**src/rtl/t03_nes_pkg.sv**
```systemverilog
// rtl/t03_nes_pkg.sv - shared types and constants for the NES gamepad reader
//
// Contents:
//   state_t          reader FSM states (IDLE, LATCH, BIT_LO, BIT_HI, DONE)
//   BTN_A..BTN_RIGHT bit positions of each button in the parallel vector
//   NUM_BTN          number of buttons shifted out of the pad per frame
package t03_nes_pkg;

    typedef enum logic [2:0] {
        IDLE   = 3'd0,
        LATCH  = 3'd1,
        BIT_LO = 3'd2,
        BIT_HI = 3'd3,
        DONE   = 3'd4
    } state_t;

    localparam int NUM_BTN   = 8;

    // Serial order out of the 4021: A first, Right last.
    localparam int BTN_A      = 0;
    localparam int BTN_B      = 1;
    localparam int BTN_SELECT = 2;
    localparam int BTN_START  = 3;
    localparam int BTN_UP     = 4;
    localparam int BTN_DOWN   = 5;
    localparam int BTN_LEFT   = 6;
    localparam int BTN_RIGHT  = 7;

endpackage

```
**src/rtl/t03_nes_sync.sv**
```systemverilog
// rtl/t03_nes_sync.sv - two-flop synchronizer for the pad data line
//
// Ports:
//   clk  in  system clock
//   rst  in  asynchronous active-high reset; both flops preset to 1
//   d    in  asynchronous input
//   q    out synchronized output
//
// Presetting to 1 makes the line read as "released" (the pad is active-low)
// until real data has propagated through.
module t03_nes_sync (
    input  logic clk,
    input  logic rst,
    input  logic d,
    output logic q
);

    logic meta;

    always_ff @(posedge clk or posedge rst) begin
        if (rst) begin
            meta <= 1'b1;
            q    <= 1'b1;
        end else begin
            meta <= d;
            q    <= meta;
        end
    end

endmodule

```
**src/rtl/t03_nes_reader.sv**
```systemverilog
// rtl/t03_nes_reader.sv - host-side NES gamepad (4021) serial reader
//
// Drives nes_latch/nes_clk, samples nes_data and presents an active-high
// 8-button vector with a one-cycle valid pulse per poll frame.
//
// Parameters:
//   HALF_CYC  clk cycles per half bit-period (>=3); latch is 2*HALF_CYC wide
//   POLL_CYC  idle clk cycles between frames
//
// Ports:
//   clk        in   system clock
//   rst        in   asynchronous active-high reset
//   en         in   polling enable; a frame in progress always completes
//   nes_data   in   serial data from pad, active-low, asynchronous
//   nes_latch  out  parallel-load strobe to pad, active-high
//   nes_clk    out  shift clock to pad, idles high
//   buttons    out  {Right,Left,Down,Up,Start,Select,B,A}, 1 = pressed
//   valid      out  one-cycle pulse when buttons is updated
//   pressed    out  newly pressed buttons, same cycle as valid
//
// Build option NES_PRESS_EDGE_EN: when defined, pressed reports the rising
// edges of buttons; otherwise pressed is constant zero and costs no flops.
module t03_nes_reader
    import t03_nes_pkg::*;
#(
    parameter int HALF_CYC = 60,
    parameter int POLL_CYC = 166667
) (
    input  logic               clk,
    input  logic               rst,
    input  logic               en,
    input  logic               nes_data,
    output logic               nes_latch,
    output logic               nes_clk,
    output logic [NUM_BTN-1:0] buttons,
    output logic               valid,
    output logic [NUM_BTN-1:0] pressed
);

    localparam int CNT_MAX = (2 * HALF_CYC > POLL_CYC) ? 2 * HALF_CYC : POLL_CYC;
    localparam int CW      = $clog2(CNT_MAX + 1);

    localparam logic [CW-1:0] POLL_TC  = CW'(POLL_CYC - 1);
    localparam logic [CW-1:0] LATCH_TC = CW'(2 * HALF_CYC - 1);
    localparam logic [CW-1:0] HALF_TC  = CW'(HALF_CYC - 1);

    state_t             state;
    logic [CW-1:0]      cnt;
    logic [2:0]         bit_idx;
    logic [NUM_BTN-1:0] shift;
    logic               data_s;

    t03_nes_sync u_sync (
        .clk (clk),
        .rst (rst),
        .d   (nes_data),
        .q   (data_s)
    );

`ifdef NES_PRESS_EDGE_EN
    logic [NUM_BTN-1:0] pressed_q;
    assign pressed = pressed_q;
`else
    assign pressed = '0;
`endif

    always_ff @(posedge clk or posedge rst) begin
        if (rst) begin
            state     <= IDLE;
            cnt       <= '0;
            bit_idx   <= '0;
            shift     <= '0;
            nes_latch <= 1'b0;
            nes_clk   <= 1'b1;
            buttons   <= '0;
            valid     <= 1'b0;
`ifdef NES_PRESS_EDGE_EN
            pressed_q <= '0;
`endif
        end else begin
            valid <= 1'b0;
`ifdef NES_PRESS_EDGE_EN
            pressed_q <= '0;
`endif
            case (state)
                IDLE: begin
                    // Count saturates at terminal while polling is disabled,
                    // so the frame starts the cycle after en returns.
                    if (cnt == POLL_TC) begin
                        if (en) begin
                            state     <= LATCH;
                            cnt       <= '0;
                            nes_latch <= 1'b1;
                        end
                    end else begin
                        cnt <= cnt + 1'b1;
                    end
                end

                LATCH: begin
                    if (cnt == LATCH_TC) begin
                        // A is already on the data line while latch is high.
                        shift[BTN_A] <= data_s;
                        state        <= BIT_LO;
                        cnt          <= '0;
                        bit_idx      <= 3'd1;
                        nes_latch    <= 1'b0;
                        nes_clk      <= 1'b0;
                    end else begin
                        cnt <= cnt + 1'b1;
                    end
                end

                BIT_LO: begin
                    if (cnt == HALF_TC) begin
                        state   <= BIT_HI;
                        cnt     <= '0;
                        nes_clk <= 1'b1;
                    end else begin
                        cnt <= cnt + 1'b1;
                    end
                end

                BIT_HI: begin
                    // Pad shifted on the rising edge; sampling at the end of
                    // the high phase leaves time for the synchronizer.
                    if (cnt == HALF_TC) begin
                        shift[bit_idx] <= data_s;
                        cnt            <= '0;
                        if (bit_idx == 3'd7) begin
                            state <= DONE;
                        end else begin
                            bit_idx <= bit_idx + 1'b1;
                            state   <= BIT_LO;
                            nes_clk <= 1'b0;
                        end
                    end else begin
                        cnt <= cnt + 1'b1;
                    end
                end

                DONE: begin
                    buttons <= ~shift;
                    valid   <= 1'b1;
`ifdef NES_PRESS_EDGE_EN
                    pressed_q <= ~shift & ~buttons;
`endif
                    state <= IDLE;
                    cnt   <= '0;
                end

                default: begin
                    state     <= IDLE;
                    cnt       <= '0;
                    nes_latch <= 1'b0;
                    nes_clk   <= 1'b1;
                end
            endcase
        end
    end

endmodule

```
**config.mk**
```make
export PLATFORM = sky130hd
export DESIGN_NAME = t03_nes_reader
export DESIGN_NICKNAME = d
export VERILOG_FILES = /design/src/rtl/t03_nes_pkg.sv /design/src/rtl/t03_nes_sync.sv /design/src/rtl/t03_nes_reader.sv
export SDC_FILE = /design/constraint.sdc
export NUM_CORES = 1
export LEC_CHECK = 0
export ABC_AREA = 1
export CAP_MARGIN = 20
export CORE_MARGIN = 10
export CORE_UTILIZATION = 60
export DETAILED_ROUTE_END_ITERATION = 12
export GPL_TIMING_DRIVEN = 0
export PLACE_DENSITY = 0.89
export SLEW_MARGIN = 40
export SYNTH_ARGS = -nofsm -noshare
export SYNTH_HDL_FRONTEND = slang
export SYNTH_HIERARCHICAL = 1
export SYNTH_SLANG_ARGS = --single-unit
```
**constraint.sdc**
```tcl
create_clock -name clk -period 4.5 [get_ports clk]
set_input_delay 0.45 -clock clk [delete_from_list [all_inputs] [get_ports clk]]
set_output_delay 0.45 -clock clk [all_outputs]
set_load 0.01 [all_outputs]
```
==> qor_table.md, run 1 <==
| Quantity | Reported |
|---|---|
| Number of hold-slack violations in the final timing report | 0 |
| Wire length reported by the detailed router | 5.00 mm |
| Wire length of the first global-routing pass | 9.00 mm |
| Final setup violation count | 0 |
| Most used flip-flop cell after synthesis | sky130_fd_sc_hd__dfrtp_1 |
| Detailed-route DRC error count | 0 |
| Number of antenna violations at the first check in global routing | 0 |
| Global-route usage over all layers | 0.147 |
| Sequential-to-total area share from yosys stat | 0.436 |
| Number of clock buffers inserted by TritonCTS | 5 |
| Status | completed |
| Number of DRC violations after detailed-routing iteration 0 | 106 |
| Post-CTS setup-driven buffer insertion count | 0 |
| Buffer depth of the longest clock path | 2 |
| Synthesis Warnings | 6 |
| Post-synth design cell area | 0.00259 mm² |
| Cell variety after synth | 32 |
| Largest net degree at the start of global routing | 44 |
| Routed vias | 2,080 |
| Minimum clock period | 1.93 ns |
| RSZ-0062 raised after global routing | false |
| Biggest area contributors in the synthesized netlist | sky130_fd_sc_hd__dfrtp_1 (41%), sky130_fd_sc_hd__nand2_1 (9.4%), sky130_fd_sc_hd__nor2_1 (5.6%), sky130_fd_sc_hd__nor2_4 (5.6%), sky130_fd_sc_hd__nand3_1 (4.8%) |
| Count of mapped cells out of synthesis | 316 |
| Crit path max fanout | 5 |
| Synth async-reset ratio | 1.00 |
| Via count of the first global-routing pass | 2,100 |
| Starting density of the core | 0.634 |
| Power per unit of standard cell area | 444 mW/mm² |
| Final worst-path cycle share | 0.429 |
| Post-route worst hold slack | 0.360 ns |
| Total half-perimeter wirelength after legalization and detailed placement | 3.84 mm |
| Number of enable flip-flop cells after synthesis | 0 |
| Number of storage elements in the synthesis netlist | 45 |
| Fraction of layout cells with a size suffix above 1 | 0.159 |
| Total congestion overflow after global routing | 0 |
| Hold Buf Count CTS | 0 |
| Average cell area after synthesis | 8.20 µm² |
| Total number of placement rows | 23 |
| Slew Viols, Final | 0 |
| Clock slew seen by the registers of the worst setup and hold paths | 0.09 ns |
| MaxCap Viol Count | 0 |
| X dimension of the die | 85.7 µm |
| Number of nets in the layout | 352 |
| Total of fill cells in the finished design | 327 |
| Transition time at the pin with the least slew margin | 0.518 ns |
| Category of the critical setup timing path | reg -> reg |
| Number of sinks driven by the clock tree | 45 |
| PnR Total Power | 1290 µW |
| Number of gates resized after CTS | 0 |
| Clock Tree Root | sky130_fd_sc_hd__clkbuf_8 |
| Register-to-register path setup slack | 2.57 ns |
| Fraction of post-synthesis cell area in the top cell type by area | 0.406 |
| Maximum frequency from static timing analysis | 518 MHz |
| Arr. time, crit path | 2.12 ns |
| Placeable core region | 0.00409 mm² |
| Fin Clk Skew | 0.00946 ns |
| Final ANT Viol Nets | 0 |
| Maximum vdd ir drop | 0.320 mV |
| Area growth from synthesis to layout | 12.5% |
| First-pass DRT Iterations | 4 |
| Clock network latency to the later pin of the worst-skew pair | 0.30 ns |
| Routability congestion estimate from global placement | 0.910 |
| Worst min-delay path category | reg -> reg |
| Most frequent cells in the layout | sky130_fd_sc_hd__nand2_1 (65), sky130_fd_sc_hd__dfrtp_1 (42), sky130_fd_sc_hd__nor2_1 (39) |
| Clock tree from TritonCTS | built |
| Setup tns final | 0 ns |
| Kind of launch point of the worst setup path | flop |
| Number of antenna repair diodes | 0 |
| Most common library cell in the layout ignoring fill and taps | sky130_fd_sc_hd__nand2_1 |
| Quantity of I/O buffers inserted on ports | 14 |
| Vias/cell | 5.27 |
| Required arrival time at the worst endpoint | 4.69 ns |
| Total I/O pin count | 23 |
| Die height | 85.7 µm |
| Reported leakage power | 0.00135 µW |
| Depth of the CTS H-tree | 2 |
| Synth area leader | sky130_fd_sc_hd__dfrtp_1 |
| Routed WL per cell | 12.7 µm |
| Endpoint kind of the worst setup timing path | flop |
| DIE AREA | 0.00735 mm² |
| Normalized max-slew margin | 0.655 |
## sequential cells by signal, indices dropped and copies added, names as in the netlist
| name | flops |
|---|---|
| buttons | 8 |
| cnt | 18 |
| state | 3 |
| u_sync/q | 1 |
| bit_idx | 3 |
| shift | 8 |
| nes_latch | 1 |
| nes_clk | 1 |
| valid | 1 |
| u_sync/meta | 1 |
## worst max-delay path: stages (launching register included)
cell and delay (ns):
sky130_fd_sc_hd__dfrtp_1 0.43, sky130_fd_sc_hd__ha_1 0.22, sky130_fd_sc_hd__nand2_1 0.10, sky130_fd_sc_hd__nor2_2 0.21, sky130_fd_sc_hd__nand2_1 0.12, sky130_fd_sc_hd__nor2_1 0.32, sky130_fd_sc_hd__nand2_1 0.12, sky130_fd_sc_hd__xor2_1 0.24
sky130_fd_sc_hd__nor2_4 0.06
## stage by stage
step                      instance area [µm²]  utilization  setup WS, ns  cells
final                                    2910        0.713          2.57    395
after global routing                     2910        0.713          2.36    395
after CTS                                2910        0.713          2.59    395
after detailed placement                 2820        0.691          2.61    387
after global placement                   2820        0.690          2.18    387
after floorplan                          2620            -          2.91    323
## per-layer routing
| metal | routed length (µm) | vias to the layer above | track usage |
|---|---|---|---|
| met5 | 0 | - | 0 |
| met4 | 40 | 0 | 0.0584 |
| met3 | 315 | 4 | 0.0445 |
| met2 | 2450 | 49 | 0.246 |
| met1 | 2200 | 962 | 0.172 |
| li1 | - | 1065 | - |
## cells by family (layout without fill, tap and decap cells)
logic type,Yosys count,count (layout),synth area share
and+or+nand+nor,184,184,0.373
buffers and inverters,47,69,0.0859
DFF,45,45,0.436
AOI/OAI and AO/OA,26,26,0.0541
xor gates and xnor gates,9,9,0.0304
adders and majority gates,4,4,0.0193
other,1,8,0.00145
## worst paths after layout
kind | startpoint | endpoint | depth (start not counted)
worst max register to register | cnt[1] | cnt[10] | 8
worst min register to register | u_sync/meta | u_sync/q | 0
worst max-delay path | cnt[1] | cnt[10] | 8
worst min-delay path | u_sync/meta | u_sync/q | 0
max in group asynchronous | rst | cnt[10] | 2
min in group asynchronous | rst | u_sync/meta | 2
## synth_stat cells (3+ instances only)
cell	n
sky130_fd_sc_hd__nand3b_1	3
sky130_fd_sc_hd__dfrtp_1	42
sky130_fd_sc_hd__buf_4	8
sky130_fd_sc_hd__xor2_1	8
sky130_fd_sc_hd__nand3_1	25
sky130_fd_sc_hd__dfstp_2	3
sky130_fd_sc_hd__nand2_2	4
sky130_fd_sc_hd__inv_1	32
sky130_fd_sc_hd__nor3_1	7
sky130_fd_sc_hd__nor2_1	39
sky130_fd_sc_hd__nor2_4	13
sky130_fd_sc_hd__o21ai_0	17
sky130_fd_sc_hd__nand2_1	65
sky130_fd_sc_hd__ha_1	4
sky130_fd_sc_hd__a21oi_1	4
sky130_fd_sc_hd__inv_2	4
sky130_fd_sc_hd__nand4_1	14
sky130_fd_sc_hd__nor2_2	7
## area by class of cell
| type | instances | area [µm²] | share of cell area |
|---|---|---|---|
| sequential | 45 | 1130 | 0.388 |
| buffer | 10 | 83.8 | 0.0288 |
| multi-input combinational | 231 | 1260 | 0.434 |
| clock inverter | 3 | 22.5 | 0.00773 |
| inverter | 37 | 141 | 0.0485 |
| tap | 50 | 62.6 | 0.0215 |
| timing repair buffer | 14 | 140 | 0.0481 |
| clock buffer | 5 | 68.8 | 0.0236 |
## power breakdown
group	total, µW	internal [µW]	switching (µW)
Clock	251	110	141
Sequential	523	464	59.5
Combinational	520	179	341
Total	1290	753	541
Note: power is estimated with default switching activity, not from simulation.
==> run 2, diff against run 1 <==
--- a/config.mk
+++ b/config.mk
@@ -8,10 +8,10 @@
 export ABC_AREA = 1
 export CAP_MARGIN = 20
 export CORE_MARGIN = 10
-export CORE_UTILIZATION = 60
+export CORE_UTILIZATION = 57
 export DETAILED_ROUTE_END_ITERATION = 12
 export GPL_TIMING_DRIVEN = 0
-export PLACE_DENSITY = 0.89
+export PLACE_DENSITY = 0.85
 export SLEW_MARGIN = 40
 export SYNTH_ARGS = -nofsm -noshare
 export SYNTH_HDL_FRONTEND = slang
==> constraint.sdc (replaced) <==
create_clock -name clk -period 1.81 [get_ports clk]
set_input_delay 0.181 -clock clk [delete_from_list [all_inputs] [get_ports clk]]
set_output_delay 0.181 -clock clk [all_outputs]
set_load 0.01 [all_outputs]
==> run 2 against run 1 <==
- worst hold slack worse by 0.074 ns
- power grew to 2.8 times the previous value
- die area up 4.0%
- clock skew fell by 0.0057 ns
- setup slack got worse by 2.6 ns
- global-route usage shrank 0.63 points
- register-to-register slack got worse by 2.6 ns
- combinational power grew to 3.2 times the previous value
- clock power is 140% higher
- sequential power rose to 2.5 times the previous value
- non-clock buffer count increased by 12
- cell area rose by 5.6%
==> qor_table.md, run 2 (synthesis results as in run 1) <==
| Quantity | Reported | vs previous |
|---|---|---|
| Max FFs per register | 18 | unchanged |
| Final Non-Filler Cells | 409 | +3.5% |
| Setup WS post-layout | 0.00352 ns | -2.57 ns |
| Buffer depth of the longest clock path | 2 | unchanged |
| Wire length of the first global-routing pass | 8.80 mm | -2.2% |
| Category of the critical setup timing path | reg -> reg |  |
| Most frequent cells in the layout | sky130_fd_sc_hd__nand2_1 (64), sky130_fd_sc_hd__dfrtp_1 (41), sky130_fd_sc_hd__nor2_1 (37) |  |
| Dpl ws | -0.0883 ns | -2.70 ns |
| Final setup violation count | 0 | unchanged |
| Vias/cell | 5.46 | +3.7% |
| Die height | 87.4 µm | +2.0% |
| Total number of placement rows | 24 | +4.3% |
| Transition time at the pin with the least slew margin | 0.531 ns | +0.0127 ns |
| Switching share of total power | 0.419 | +0.000472 |
| Most common library cell in the layout ignoring fill and taps | sky130_fd_sc_hd__nand2_1 |  |
| Routed vias | 2,234 | +7.4% |
| Routability congestion estimate from global placement | 0.926 | +1.8% |
| Final worst-path cycle share | 0.998 | +0.569 |
| Number of DRC violations after detailed-routing iteration 0 | 132 | +25% |
| Part of the power in combinational logic | 0.465 | +0.063 |
| Fraction of power consumed by sequential logic | 0.365 | -0.039 |
| Part of the power in the clock network | 0.170 | -0.024 |
| Slew Viols, Final | 0 | unchanged |
| Post-route design area | 0.00308 mm² | +5.6% |
| Fraction of layout cells with a size suffix above 1 | 0.213 | +0.0535 |
| Maximum frequency from static timing analysis | 554 MHz | +6.8% |
| Total congestion overflow after global routing | 0 | unchanged |
| Status | completed |  |
| Placeable core region | 0.00438 mm² | +7.3% |
| Clock slew seen by the registers of the worst setup and hold paths | 0.08 ns | about the same |
| Reported leakage power | 0.00142 µW | +5.2% |
| Quantity of I/O buffers inserted on ports | 14 | unchanged |
| Total I/O pin count | 23 | unchanged |
| Biggest registers after layout | cnt: 18 flops, buttons: 8 flops, shift: 8 flops |  |
| Number of hold-slack violations in the final timing report | 0 | unchanged |
| Area growth from synthesis to layout | 18.7% |  |
| Total internal power | 2100 µW | +180% |
| Number of antenna repair diodes | 0 | unchanged |
| Clock tree from TritonCTS | built |  |
| Starting density of the core | 0.591 | -0.0431 |
| Worst min-delay path category | in -> async |  |
| MaxCap Viol Count | 0 | unchanged |
| Number of antenna violations at the first check in global routing | 0 | unchanged |
| Detailed-route DRC error count | 0 | unchanged |
| Post-route worst hold slack | 0.286 ns | -0.0738 ns |
| Kind of launch point of the worst setup path | flop |  |
| Normalized max-slew margin | 0.646 | -0.00844 |
| Crit path max fanout | 5 | unchanged |
| Final ANT Viol Nets | 0 | unchanged |
| DIE AREA | 0.00764 mm² | +4.0% |
| Minimum clock period | 1.81 ns | -0.123 ns |
| Number of sinks driven by the clock tree | 45 | unchanged |
| Hold Buf Count CTS | 0 | unchanged |
| Net Sw Power | 1510 µW | +180% |
| Arr. time, crit path | 2.00 ns | -0.12 ns |
| # placed instances | 389 | +0.52% |
| Clock Tree Root | sky130_fd_sc_hd__clkbuf_8 |  |
| Required arrival time at the worst endpoint | 2.00 ns | -2.69 ns |
| RSZ-0062 raised after global routing | true |  |
| Power per unit of standard cell area | 1170 mW/mm² | +160% |
| Endpoint kind of the worst setup timing path | flop |  |
| Global-route usage over all layers | 0.141 | -0.00630 |
| Placement Cell Area | 0.00283 mm² | about the same |
| Largest net degree at the start of global routing | 44 | unchanged |
| X dimension of the die | 87.4 µm | +2.0% |
| First-pass DRT Iterations | 5 | +1 |
| Fin Clk Skew | 0.00379 ns | -0.00567 ns |
| Wire length reported by the detailed router | 5.93 mm | +18% |
| Number of nets in the layout | 364 | +3.4% |
| Reg with most FFs | cnt |  |
| Depth of the CTS H-tree | 2 | unchanged |
| Via count of the first global-routing pass | 1,993 | -5.1% |
| Number of clock buffers inserted by TritonCTS | 5 | unchanged |
| Maximum vdd ir drop | 0.948 mV | +200% |
| Clock network latency to the later pin of the worst-skew pair | 0.30 ns | about the same |
| Total half-perimeter wirelength after legalization and detailed placement | 3.80 mm | -1.1% |
| Routed WL per cell | 14.5 µm | +14% |
run 2: power groups by stage:
stage               clock [µW]  combinational, µW  sequential (µW)
finish                     613               1680             1320
CTS                        632               1330             1290
global placement             0               1260             1310
floorplan                    0               1040             1290
detailed placement           0               1290             1320
global route               662               1860             1330
run 2: path summary, 6_finish.rpt:
path / from / endpoint / slack (ns) / depth (start not counted)
worst min-delay path: rst / u_sync/meta / 0.29 / 2
min in group clk: nes_data / u_sync/meta / 0.29 / 1
max in group asynchronous: rst / cnt[0] / 1.12 / 2
worst max register to register: cnt[1] / cnt[11] / 0.004 / 10
worst max-delay path: cnt[1] / cnt[11] / 0.004 / 10
worst min register to register: u_sync/meta / u_sync/q / 0.36 / 0
run 2: per-stage QoR:
step           power [µW]   util  TNS, ns
2_1_floorplan        2330      -        0
3_3_place_gp         2560  0.644   -10.43
3_5_place_dp         2610  0.644   -0.126
4_1_cts              3250  0.666        0
5_1_grt              3850  0.702    -1.29
6_report             3610  0.702        0
run 2: timing repair:
item | 4_1_cts | 5_1_grt
gates cloned | 0 | 1
pin swaps | 0 | 8
endpoints found under the setup margin | 11 | 23
gates resized for setup | 1 | 14
setup buffers | 1 | 10
run 2: critical path: stages (launching register included):
cell	delay, ns
sky130_fd_sc_hd__dfrtp_1	0.36
sky130_fd_sc_hd__buf_6	0.11
sky130_fd_sc_hd__ha_4	0.15
sky130_fd_sc_hd__nand3b_1	0.11
sky130_fd_sc_hd__nor2_2	0.20
sky130_fd_sc_hd__nand3_4	0.11
sky130_fd_sc_hd__nand2_4	0.10
sky130_fd_sc_hd__nand3_4	0.09
sky130_fd_sc_hd__nor2_4	0.22
sky130_fd_sc_hd__clkbuf_16	0.20
sky130_fd_sc_hd__nor2_4	0.03
run 2: layer usage:
layer	vias up	part of all wire	global-route usage
met5	-	0	0
met4	0	0.019	0.0638
met3	14	0.077	0.0478
li1	1095	-	-
met1	1031	0.39	0.167
met2	94	0.51	0.224
run 2: final cells by class:
class                   count  area [µm²]
inverters                  37         141
clock buffers               5        68.8
well taps                  52        65.1
repair buffers             26         251
plain buffers              10        83.8
clock inverters             3        17.5
fillers                   335        1310
flip-flops and latches     45        1130
multi-input cells         231        1320
==> run 3, diff against run 2 <==
--- a/config.mk
+++ b/config.mk
@@ -12,6 +12,7 @@
 export DETAILED_ROUTE_END_ITERATION = 12
 export GPL_TIMING_DRIVEN = 0
 export PLACE_DENSITY = 0.85
+export SKIP_LAST_GASP = 1
 export SLEW_MARGIN = 40
 export SYNTH_ARGS = -nofsm -noshare
 export SYNTH_HDL_FRONTEND = slang
==> run 3 against run 2 <==
- die area did not move
- final cell count did not move
- critical path depth did not move
- setup slack barely moved
- non-clock buffer count did not move
- wire length did not move
- clock-buffer cell count did not move
- critical path type unchanged
- first-iteration DRC count rose by 1.5%
==> qor_table.md, run 3 (synthesis results as in run 1) <==
| Quantity | Reported | vs previous |
|---|---|---|
| Normalized max-slew margin | 0.646 | about the same |
| Endpoint kind of the worst setup timing path | flop |  |
| Detailed-route DRC error count | 0 | unchanged |
| Total I/O pin count | 23 | unchanged |
| Hold Buf Count CTS | 0 | unchanged |
| Routability congestion estimate from global placement | 0.926 | unchanged |
| Depth of the CTS H-tree | 2 | unchanged |
| Reg-to-reg endpoint | cnt[11] |  |
| Routed vias | 2,244 | +0.45% |
| Buffer depth of the longest clock path | 2 | unchanged |
| Placeable core region | 0.00438 mm² | unchanged |
| Number of nets in the layout | 364 | unchanged |
| Starting density of the core | 0.591 | unchanged |
| Clock Tree Root | sky130_fd_sc_hd__clkbuf_8 |  |
| Worst Setup EP | cnt[11] |  |
| Fraction of layout cells with a size suffix above 1 | 0.213 | unchanged |
| Total number of placement rows | 24 | unchanged |
| Final Non-Filler Cells | 409 | unchanged |
| # placed instances | 389 | unchanged |
| Final worst-path cycle share | 0.998 | about the same |
| First element of the critical path | cnt[1] |  |
| X dimension of the die | 87.4 µm | unchanged |
| Wire length reported by the detailed router | 5.93 mm | unchanged |
| Reg2Reg Launch Point | cnt[1] |  |
| Worst-case reg-to-reg path depth | 10 | unchanged |
| Minimum clock period | 1.81 ns | -0.000429 ns |
| Transition time at the pin with the least slew margin | 0.531 ns | -0.000155 ns |
| Clock network latency to the later pin of the worst-skew pair | 0.30 ns | about the same |
| Reg with most FFs | cnt |  |
| Max FFs per register | 18 | unchanged |
| MaxCap Viol Count | 0 | unchanged |
| Most frequent cells in the layout | sky130_fd_sc_hd__nand2_1 (64), sky130_fd_sc_hd__dfrtp_1 (41), sky130_fd_sc_hd__nor2_1 (37) |  |
| Arr. time, crit path | 2.00 ns | about the same |
| Clock slew seen by the registers of the worst setup and hold paths | 0.08 ns | about the same |
| Vias/cell | 5.49 | +0.45% |
| Total half-perimeter wirelength after legalization and detailed placement | 3.80 mm | unchanged |
| Number of sinks driven by the clock tree | 45 | unchanged |
| Category of the critical setup timing path | reg -> reg |  |
| Power per unit of standard cell area | 1170 mW/mm² | about the same |
| Clock tree from TritonCTS | built |  |
| Kind of launch point of the worst setup path | flop |  |
| Maximum frequency from static timing analysis | 554 MHz | about the same |
| Setup tns final | 0 ns | unchanged |
| Total congestion overflow after global routing | 0 | unchanged |
| Largest net degree at the start of global routing | 44 | unchanged |
| Number of clock buffers inserted by TritonCTS | 5 | unchanged |
| Worst min-delay path category | in -> async |  |
| Number of DRC violations after detailed-routing iteration 0 | 134 | +1.5% |
| Number of hold-slack violations in the final timing report | 0 | unchanged |
| DIE AREA | 0.00764 mm² | unchanged |
| Required arrival time at the worst endpoint | 2.00 ns | about the same |
| Via count of the first global-routing pass | 1,993 | unchanged |
| Most common library cell in the layout ignoring fill and taps | sky130_fd_sc_hd__nand2_1 |  |
| Number of antenna repair diodes | 0 | unchanged |
| Footprint of the flip-flops and latches | 0.00113 mm² | unchanged |
| Global-route usage over all layers | 0.141 | unchanged |
| Final setup violation count | 0 | unchanged |
| Core Util, Final | 0.702 | unchanged |
| Biggest registers after layout | cnt: 18 flops, buttons: 8 flops, shift: 8 flops |  |
| Area growth from synthesis to layout | 18.7% | unchanged |
| Crit path max fanout | 5 | unchanged |
| Reported leakage power | 0.00142 µW | unchanged |
| Fin Clk Skew | 0.00382 ns | +0.0000347 ns |
| Slew Viols, Final | 0 | unchanged |
| Quantity of I/O buffers inserted on ports | 14 | unchanged |
| RSZ-0062 raised after global routing | true |  |
| First-pass DRT Iterations | 5 | unchanged |
| Final ANT Viol Nets | 0 | unchanged |
| Number of antenna violations at the first check in global routing | 0 | unchanged |
| Status | completed |  |
| Routed WL per cell | 14.5 µm | unchanged |
| Wire length of the first global-routing pass | 8.80 mm | unchanged |
| Multi-input combinational cell area | 0.00132 mm² | unchanged |
| Die height | 87.4 µm | unchanged |
| Register-to-register path setup slack | 0.004 ns | about the same |
| Maximum vdd ir drop | 0.948 mV | about the same |
| Total of fill cells in the finished design | 335 | unchanged |
run 3: layer usage:
layer	part of all wire	GRT usage	up-vias
met3	0.079	0.0478	16
met2	0.51	0.224	99
met1	0.39	0.167	1034
li1	-	-	1095
met4	0.020	0.0638	0
met5	0	0	-
run 3: cell type report:
class,instances,share of cell area
multi-input cells,231,0.428
flip-flops and latches,45,0.368
repair buffers,26,0.0817
inverters,37,0.0460
plain buffers,10,0.0272
clock buffers,5,0.0224
well taps,52,0.0211
clock inverters,3,0.00569
run 3: critical path, cell delays in order (launching register included):
cell and delay (ns):
sky130_fd_sc_hd__dfrtp_1 0.36, sky130_fd_sc_hd__buf_6 0.11, sky130_fd_sc_hd__ha_4 0.15, sky130_fd_sc_hd__nand3b_1 0.11
sky130_fd_sc_hd__nor2_2 0.20, sky130_fd_sc_hd__nand3_4 0.11, sky130_fd_sc_hd__nand2_4 0.10, sky130_fd_sc_hd__nand3_4 0.09
sky130_fd_sc_hd__nor2_4 0.22, sky130_fd_sc_hd__clkbuf_16 0.20, sky130_fd_sc_hd__nor2_4 0.03
run 3: report_power, final:
part           internal (µW)  switching, µW  total, µW  leakage (µW)
sequential              1160            159       1320      0.000602
combinational            673           1000       1680      0.000777
clock                    267            346        613     0.0000439
total                   2100           1510       3610       0.00142
run 3: repair_timing:
action	in CTS	in global routing
setup buffers	1	10
pin swaps	0	8
setup endpoints to repair	11	23
cloned	0	1
gates resized for setup	1	14
run 3: worst min path at each step:
stage               cells past startpoint        start  slack (ns)     endpoint
floorplan                               1          rst        0.09  u_sync/meta
global placement                        0  u_sync/meta        0.35     u_sync/q
detailed placement                      0  u_sync/meta        0.35     u_sync/q
CTS                                     1     nes_data        0.28  u_sync/meta
global route                            1     nes_data        0.27  u_sync/meta
finish                                  2          rst        0.29  u_sync/meta
run 3: through the flow:
step           hold WS, ns  setup WS [ns]  total power [µW]  cell area [µm²]
6_report             0.286        0.00395              3610             3080
5_1_grt              0.270         -0.112              3850             3080
4_1_cts              0.282        0.00999              3250             2920
3_5_place_dp         0.350        -0.0883              2610             2830
3_3_place_gp         0.346         -0.249              2560             2820
2_1_floorplan       0.0925          0.221              2330             2620
